## config.mk

```make
export PLATFORM = sky130hd
export DESIGN_NAME = bitcoin_result_scanner
export DESIGN_NICKNAME = d
export VERILOG_FILES = /design/src/rtl/bitcoin_pkg.sv /design/src/rtl/nonce_min_tracker.sv /design/src/rtl/bitcoin_result_scanner.sv
export SDC_FILE = /design/constraint.sdc
export NUM_CORES = 1
export LEC_CHECK = 0
export CAP_MARGIN = 25
export CORE_MARGIN = 4
export CORE_UTILIZATION = 53
export CTS_CLUSTER_DIAMETER = 50
export CTS_CLUSTER_SIZE = 40
export DETAILED_ROUTE_END_ITERATION = 12
export GPL_TIMING_DRIVEN = 0
export PLACE_DENSITY = 0.93
export SLEW_MARGIN = 15
export SYNTH_ARGS = -nofsm -noshare
export SYNTH_HDL_FRONTEND = slang
export SYNTH_SLANG_ARGS = --single-unit
```

## constraint.sdc

```tcl
create_clock -name clk -period 4.85 [get_ports clk]
set_input_delay 0.97 -clock clk [delete_from_list [all_inputs] [get_ports clk]]
set_output_delay 0.97 -clock clk [all_outputs]
set_load 0.1 [all_outputs]
```

## src/rtl/bitcoin_pkg.sv

```systemverilog
// Shared definitions for the bitcoin mining blocks.
//   NUM_NONCES_DEFAULT : default number of result words scanned
//   MEM_RD_LATENCY     : cycles from address sampled by memory to data valid
//   HASH_MAX           : largest hash word, used as the "no minimum yet" seed
//   scan_state_t       : result-scanner FSM states
//   nonce_width()      : nonce index width, never below one bit
package bitcoin_pkg;

  localparam int          NUM_NONCES_DEFAULT = 16;
  localparam int          MEM_RD_LATENCY     = 1;
  localparam int          HASH_W             = 32;
  localparam int          ADDR_W             = 16;
  localparam logic [31:0] HASH_MAX           = 32'hFFFF_FFFF;

  typedef enum logic [1:0] {
    SCAN_IDLE,
    SCAN_ISSUE,
    SCAN_DRAIN,
    SCAN_DONE
  } scan_state_t;

  function automatic int nonce_width(input int n);
    return (n > 1) ? $clog2(n) : 1;
  endfunction

endpackage

```

## src/rtl/nonce_min_tracker.sv

```systemverilog
// Registered reducer over a stream of (index, hash) words.
// Tracks the minimum hash and its index (ties keep the earliest index), and
// counts words below a threshold, remembering the first such index.
//   clk, reset     : clock, synchronous active-high reset
//   clear          : reseed all results before a new stream
//   vld_p0         : idx_p0/data_p0 carry a word this cycle
//   idx_p0         : nonce index of the word
//   data_p0        : hash word
//   target         : unsigned threshold, must be stable while streaming
//   found          : at least one word below target
//   first_nonce    : earliest index below target
//   best_nonce     : index of the minimum word
//   best_hash      : minimum word
//   hit_count      : number of words below target
module nonce_min_tracker
  import bitcoin_pkg::*;
#(
  parameter int DATA_W = HASH_W,
  parameter int NW     = 4
) (
  input  logic              clk,
  input  logic              reset,
  input  logic              clear,
  input  logic              vld_p0,
  input  logic [NW-1:0]     idx_p0,
  input  logic [DATA_W-1:0] data_p0,
  input  logic [DATA_W-1:0] target,
  output logic              found,
  output logic [NW-1:0]     first_nonce,
  output logic [NW-1:0]     best_nonce,
  output logic [DATA_W-1:0] best_hash,
  output logic [NW:0]       hit_count
);

  logic below_best;
  logic below_target;

  // Strict compares: an equal hash never displaces an earlier minimum,
  // so ties resolve to the lower nonce for free.
  assign below_best   = (data_p0 < best_hash);
  assign below_target = (data_p0 < target);

  // stage p0 -> results
  always_ff @(posedge clk) begin
    if (reset || clear) begin
      found       <= 1'b0;
      first_nonce <= '0;
      best_nonce  <= '0;
      best_hash   <= '1;
      hit_count   <= '0;
    end else if (vld_p0) begin
      if (below_best) begin
        best_hash  <= data_p0;
        best_nonce <= idx_p0;
      end
      if (below_target) begin
        hit_count <= hit_count + {{NW{1'b0}}, 1'b1};
        if (!found) begin
          found       <= 1'b1;
          first_nonce <= idx_p0;
        end
      end
    end
  end

endmodule

```

## src/rtl/bitcoin_result_scanner.sv

```systemverilog
// Scans NUM_NONCES consecutive hash words from the shared synchronous memory
// and reports the minimum hash, its nonce, the first nonce below target and
// the number of hits. One address is issued per cycle with no bubbles.
//   clk, reset      : clock, synchronous active-high reset
//   start           : begin a scan (only honoured in IDLE)
//   output_addr     : address of the word for nonce 0, taken with start
//   target          : unsigned threshold, taken with start
//   done            : one-cycle pulse when results are final
//   found, first_nonce, best_nonce, best_hash, hit_count : scan results
//   mem_clk, mem_we, mem_addr, mem_write_data, mem_read_data : memory port
//     (read-only use; data valid the cycle after memory samples mem_addr)
module bitcoin_result_scanner
  import bitcoin_pkg::*;
#(
  parameter int NUM_NONCES = NUM_NONCES_DEFAULT,
  parameter int NW         = nonce_width(NUM_NONCES)
) (
  input  logic              clk,
  input  logic              reset,
  input  logic              start,
  input  logic [ADDR_W-1:0] output_addr,
  input  logic [HASH_W-1:0] target,
  output logic              done,
  output logic              found,
  output logic [NW-1:0]     first_nonce,
  output logic [NW-1:0]     best_nonce,
  output logic [HASH_W-1:0] best_hash,
  output logic [NW:0]       hit_count,
  output logic              mem_clk,
  output logic              mem_we,
  output logic [ADDR_W-1:0] mem_addr,
  output logic [HASH_W-1:0] mem_write_data,
  input  logic [HASH_W-1:0] mem_read_data
);

  localparam logic [NW:0]   N_CNT    = (NW+1)'(NUM_NONCES);
  localparam logic [NW-1:0] LAST_IDX = NW'(NUM_NONCES - 1);

  scan_state_t state, state_nxt;

  logic              accept;
  logic              issue_end;
  logic              last_cmp;
  logic [NW:0]       issue_cnt;
  logic [HASH_W-1:0] target_q;

  logic              addr_vld;
  logic [NW-1:0]     addr_idx;
  logic              vld_m1;
  logic [NW-1:0]     idx_m1;
  logic              vld_p0;
  logic [NW-1:0]     idx_p0;
  logic [HASH_W-1:0] data_p0;

  assign mem_clk        = clk;
  assign mem_we         = 1'b0;
  assign mem_write_data = '0;

  assign accept    = (state == SCAN_IDLE) && start;
  assign issue_end = (issue_cnt == N_CNT);
  assign last_cmp  = vld_p0 && (idx_p0 == LAST_IDX);

  always_comb begin
    state_nxt = state;
    case (state)
      SCAN_IDLE:  if (start)     state_nxt = SCAN_ISSUE;
      SCAN_ISSUE: if (issue_end) state_nxt = SCAN_DRAIN;
      SCAN_DRAIN: if (last_cmp)  state_nxt = SCAN_DONE;
      SCAN_DONE:                 state_nxt = SCAN_IDLE;
      default:                   state_nxt = SCAN_IDLE;
    endcase
  end

  // Control: FSM, address issue and valid pipeline.
  always_ff @(posedge clk) begin
    if (reset) begin
      state     <= SCAN_IDLE;
      done      <= 1'b0;
      mem_addr  <= '0;
      issue_cnt <= '0;
      addr_vld  <= 1'b0;
      vld_m1    <= 1'b0;
      vld_p0    <= 1'b0;
    end else begin
      state  <= state_nxt;
      // Registered so the pulse lands one cycle after the last compare has
      // settled into the result registers.
      done   <= (state == SCAN_DONE);
      vld_m1 <= addr_vld;
      vld_p0 <= vld_m1;
      case (state)
        SCAN_IDLE: begin
          addr_vld <= start;
          if (start) begin
            mem_addr  <= output_addr;
            issue_cnt <= (NW+1)'(1);
          end
        end
        SCAN_ISSUE: begin
          if (issue_end) begin
            addr_vld <= 1'b0;
          end else begin
            // 16-bit wrap is intended: a scan may straddle the top of memory.
            mem_addr  <= mem_addr + 16'd1;
            issue_cnt <= issue_cnt + (NW+1)'(1);
            addr_vld  <= 1'b1;
          end
        end
        default: addr_vld <= 1'b0;
      endcase
    end
  end

  // Data: operand latch and index tracking (no reset needed, qualified by vld).
  always_ff @(posedge clk) begin
    if (accept) begin
      target_q <= target;
      addr_idx <= '0;
    end else if ((state == SCAN_ISSUE) && !issue_end) begin
      addr_idx <= issue_cnt[NW-1:0];
    end
    // stage m1: memory samples mem_addr at this edge
    idx_m1  <= addr_idx;
    // stage p0: read word captured alongside its nonce index
    idx_p0  <= idx_m1;
    data_p0 <= mem_read_data;
  end

  nonce_min_tracker #(
    .DATA_W (HASH_W),
    .NW     (NW)
  ) u_tracker (
    .clk         (clk),
    .reset       (reset),
    .clear       (accept),
    .vld_p0      (vld_p0),
    .idx_p0      (idx_p0),
    .data_p0     (data_p0),
    .target      (target_q),
    .found       (found),
    .first_nonce (first_nonce),
    .best_nonce  (best_nonce),
    .best_hash   (best_hash),
    .hit_count   (hit_count)
  );

endmodule

```

==> qor.yml, run 1 <==
status:
  status: "finished clean"
worst_setup_path:
  cp-start-kind: "clock port"
  critPathMaxFanout: 2
  r2r_start: "state[0]$_SDFFE_PP0P_"
  cp-end-kind: "primary output"
  reg2reg_setup_slack_ps: 1680
  crit_path_start: "clk"
  cp.arrival_ps: 3740
  path_class: "clock port to primary output"
  worst-endpoint-required_ps: 3880
clock_network:
  cts_hold_buf: 0
  ctsResizeCount: 0
  cts_setup_buffers: 0
  insertion_delay_ps: 540
  cts.clk_slew.worst_paths_ps: 60
  tritoncts: "built"
placed_design:
  post-place-ws_ps: 402
  dpl.hpwl_mm: 13.1
  io_buffers: 146
  placed_area_um2: 8880
  gp_congestion: 0.943
floorplanning:
  start_util_pct: 55.0
  rows: 41
  core-area_um2: 12900
  die-area_um2: 15300
  dieHeight_um: 124
  die_w_um: 124
  io_pins: 180
logic_synthesis:
  synth_cell_type_count: 56
  ys_ff_latch: 149
  ys_warn_count: 0
  synth_top_family_by_area: "simple AND/OR/NAND/NOR gates"
  syn_area_per_cell_um2: 9.60
  synth_mux_area_share_pct: 6.64
  synthTopCellsByCount: "117 x dfxtp_1, 97 x nor2_1, 74 x inv_1, 70 x ha_1, 61 x nand2_1"
  synth.top_cell.area_share_pct: 33.1
  synthXorXnorAreaFrac_pct: 0.371
  synth_adder_area_share_pct: 12.4
  synth_compound_area_share_pct: 10.6
  synth.most_common_cell: "dfxtp_1"
  synth.largest_area_cell: "dfxtp_1"
  synth_ff_type: "dfxtp_1"
  synth_async_sr_flop_share_pct: 0
  synth_edf_count: 32
  synthTopCellsByArea: "dfxtp_1 33%, edfxtp_1 14%, ha_1 12%, mux2i_1 6.6%, nor2_1 5.1%"
  yosysSeqAreaShare_pct: 46.6
  synthCells: 738
  synthesis.area_um2: 7080
  synth-simple-area-share_pct: 13.6
route:
  vias_per_cell: 5.26
  ant_nets: 0
  dr_total_vias: 5908
  drt_first_pass_iters: 5
  drc_errors: 0
  wire_per_inst_um: 16.3
  routed_wl_mm: 18.3
  initialDrtViolationCount: 536
global_routing:
  grt_use_total_pct: 24.2
  use_met2_pct: 41.0
  grt_first_pass_wirelength_mm: 28.5
  overflow: 0
  antenna_found_initial: 0
  grtUsageMet3_pct: 7.63
  use_met1_pct: 27.6
  top_usage_layer: "met2"
  grt_pass1_vias: 5893
  grt_max_degree: 42
layout:
  final_area_um2: 9560
  num_antenna_cells: 0
  finalNetCount: 1091
  drive_above_1_share_pct: 8.52
  area_growth_pct: 34.9
timing:
  postLayoutSetupSlackWorst_ps: 138
  hold_viol: 0
  tns_ps: 0
  tightest_slew_ps: 1040
  setup_viol: 0
  skew_ps: 8.92
  slew_viol_final: 0
  maxSlewHeadroom_pct: 30.2
  rsz0062_at_grt: "no"
job:
  maxCapViolCount: 0
power:
  ir_worst_vdd_v: 0.000552
  power_density_nw_per_um2: 512
  power.leakage_nw: 4.32
worst_hold_path:
  hold_class: "flop to flop"
  worstHoldStart: "idx_m1[0]$_DFF_P_"
final cells by class:
cell class                 instances  area (µm²)
sequential                       149        3300
fill                             850        3320
buffer                            58         405
multi-input combinational        488        3210
tap                              172         215
timing repair buffer             145        1450
clock inverter                     7        62.6
inverter                          75         283
clock buffer                      29         623
cells by family (layout without fill, tap and decap cells):
family          after synthesis  after routing
simple gates                218            218
other cells                   1             33
buf+inv                     133            314
xor+xnor                      3              3
fa+ha+maj                    70             70
flops                       149            149
mux                          47             47
compound gates              117            117
final timing paths:
kind | to | depth (start not counted)
worst min register to register | idx_p0[0]$_DFF_P_ | 0
worst min-delay path | idx_p0[0]$_DFF_P_ | 0
worst max-delay path | mem_clk | 4
worst max register to register | u_tracker.best_nonce[2]$_SDFFE_PP0P_ | 8
cell usage in the layout (no fill, tap or decap), types with 3 or more instances in the layout:
cell type and n:
clkdlybuf4s50_1 146, dfxtp_1 117, nor2_1 97, inv_1 74
ha_1 70, nand2_1 61, mux2i_1 47, a21oi_1 40
buf_4 34, conb_1 33, edfxtp_1 32, o21ai_0 22
clkbuf_16 22, clkbuf_1 19, nand3_1 19, a211oi_1 13
nand4_1 12, nor2b_1 6, a21o_1 6, o31ai_1 5
a22oi_1 5, clkinv_2 5, or3_1 4, and3_1 4
clkbuf_8 4, and4_1 3, a211o_1 3, buf_12 3
buf_2 3, o22ai_1 3, xor2_1 3
power by group:
| part | switching (mW) | internal, mW |
|---|---|---|
| registers | 0.147 | 1.47 |
| logic | 1.26 | 0.489 |
| clock network | 0.584 | 0.947 |
flip-flops by register name (all words and copies together), names as in the netlist, 5 cells and up:
register,count
mem_addr,16
u_tracker.best_hash,32
data_p0,32
u_tracker.hit_count,5
issue_cnt,5
target_q,32
per-layer routing:
layer	share of wire (%)	vias to the layer above	wire, µm
li1	-	2868	-
met1	39	2724	7160
met2	50	270	9090
met3	8.5	46	1570
met4	2.9	0	531
met5	0	-	0
per-stage QoR:
stage / utilization (%) / hold WS (ps) / total power, mW / cells
after CTS: 74.2 / 328 / 4.90 / 1123
after global placement: 69.0 / 310 / 3.39 / 1088
after global routing: 74.2 / 330 / 5.11 / 1123
final: 74.2 / 327 / 4.90 / 1123
after detailed placement: 69.0 / 314 / 3.44 / 1088
after floorplan: - / 310 / 2.97 / 770
critical path, stage by stage:
cell	delay, ps
clkbuf_16	120
clkbuf_16	130
buf_4	120
clkdlybuf4s50_1	950
Power figures use the tool's default switching activity.
==> run 2, diff against run 1 <==
Settings changed: CORE_ASPECT_RATIO set to 0.6, CORE_UTILIZATION 53 to 45, CTS_CLUSTER_DIAMETER 50 to unset, PLACE_DENSITY 0.93 to 0.81.
==> run 2 against run 1 <==
Effect of this change:
- sequential share of layout area fell by 0.12 points
- sequential power barely moved
- global-route usage fell by 3.6 points
- design area rose by 0.34%
- non-clock buffer count did not move
- largest cell class unchanged
- largest power group unchanged
==> qor.yml, run 2 (synthesized netlist as in run 1, its figures left out) <==
status:
  status: "finished clean"
placed_design:
  post-place-ws_ps: 402
  gp_congestion: 0.900
  io_buffers: 146
  placed_area_um2: 8920
  dpl.cell_count: 1119
  dpl.hpwl_mm: 13.7
global_routing:
  antenna_found_initial: 0
  grt_pass1_vias: 5758
  grt_first_pass_wirelength_mm: 29.2
  grt_use_total_pct: 20.6
  grt_max_degree: 42
  overflow: 0
layout:
  n_fill_cell: 1286
  fin_util_pct: 62.4
  final_area_um2: 9590
  layout_commonest_cell: "clkdlybuf4s50_1"
  fin_cells: 1154
  finalNetCount: 1091
  layout_common_cells: "146 x clkdlybuf4s50_1, 117 x dfxtp_1, 97 x nor2_1"
  drive_above_1_share_pct: 8.62
  area_growth_pct: 35.4
  top_regs: "data_p0 x32, target_q x32, u_tracker.best_hash x32"
  num_antenna_cells: 0
worst_setup_path:
  worst-endpoint-required_ps: 3880
  max_stage_delay_ps: 960
  reg2reg_setup_slack_ps: 1840
  path_class: "clock port to primary output"
  cp-start-kind: "clock port"
  cp-end-kind: "primary output"
  critPathMaxFanout: 2
  crit_path_cell_trace: "clkbuf_16, clkbuf_16, buf_4, clkdlybuf4s50_1"
  cp.buffers_inverters: 4
  crit_slowest_cell: "clkdlybuf4s50_1"
  cp.arrival_ps: 3740
  crit_family: "buffers and inverters"
  cpMostUsedCell: "clkbuf_16"
floorplanning:
  die-area_um2: 17900
  start_util_pct: 46.1
  io_pins: 180
  rows: 35
  core-area_um2: 15400
  dieHeight_um: 105
  die_w_um: 170
timing:
  rsz0062_at_grt: "no"
  setup_viol: 0
  tightest_slew_ps: 1060
  postLayoutSetupSlackWorst_ps: 137
  skew_ps: 14.3
  maxSlewHeadroom_pct: 29.2
  slew_viol_final: 0
  finalHoldWorstSlack_ps: 327
  tns_ps: 0
  hold_viol: 0
clock_network:
  insertion_delay_ps: 530
  cts_setup_buffers: 0
  ctsResizeCount: 0
  tritoncts: "built"
  cts.clk_slew.worst_paths_ps: 60
  cts_hold_buf: 0
route:
  drt_first_pass_iters: 5
  vias_per_cell: 5.08
  wire_per_inst_um: 15.9
  dr_total_vias: 5862
  routed_wl_mm: 18.3
  ant_nets: 0
  drc_errors: 0
  initialDrtViolationCount: 430
power:
  power.leakage_nw: 4.30
  ir_worst_vdd_v: 0.000535
  p_total_mw: 4.87
  power_density_nw_per_um2: 508
job:
  maxCapViolCount: 0
worst_hold_path:
  hold_class: "flop to flop"
## run 2: power breakdown
part	switching, mW	total, mW	internal [mW]
sequential	0.144	1.61	1.47
clock	0.612	1.52	0.904
combinational	1.25	1.74	0.488
## run 2: area by class of cell
class	instances	area, µm²	area share, %
clock inverters	9	62.6	0.652
plain buffers	58	405	4.23
flip-flops and latches	149	3300	34.4
inverters	75	283	2.95
repair buffers	145	1450	15.1
multi-input cells	488	3210	33.5
clock buffers	27	617	6.43
well taps	203	254	2.65
## run 2: routing by layer
| metal | vias to the layer above | wire [µm] | GRT usage (%) |
|---|---|---|---|
| met2 | 219 | 7690 | 29.9 |
| met5 | - | 0 | 0 |
| met1 | 2753 | 8710 | 28.6 |
| met4 | 0 | 347 | 7.24 |
| li1 | 2860 | - | - |
| met3 | 30 | 1550 | 6.88 |
## run 2: final timing paths
check	end	depth (start not counted)	from
setup / recovery	mem_clk	4	clk
hold / removal	idx_p0[2]$_DFF_P_	0	idx_m1[2]$_DFF_P_
setup reg to reg	u_tracker.hit_count[4]$_SDFFE_PP0P_	8	state[0]$_SDFFE_PP0P_
hold reg to reg	idx_p0[2]$_DFF_P_	0	idx_m1[2]$_DFF_P_
## run 2: worst reg2reg max path: cells and delay by family, from the launching register on
kind                     cells  cell delay (ps)
multiplexers                 1              160
adder cells (fa/ha/maj)      1              250
AND/OR/NAND/NOR              3             1030
buffers and inverters        3             1130
flip-flops                   1              370
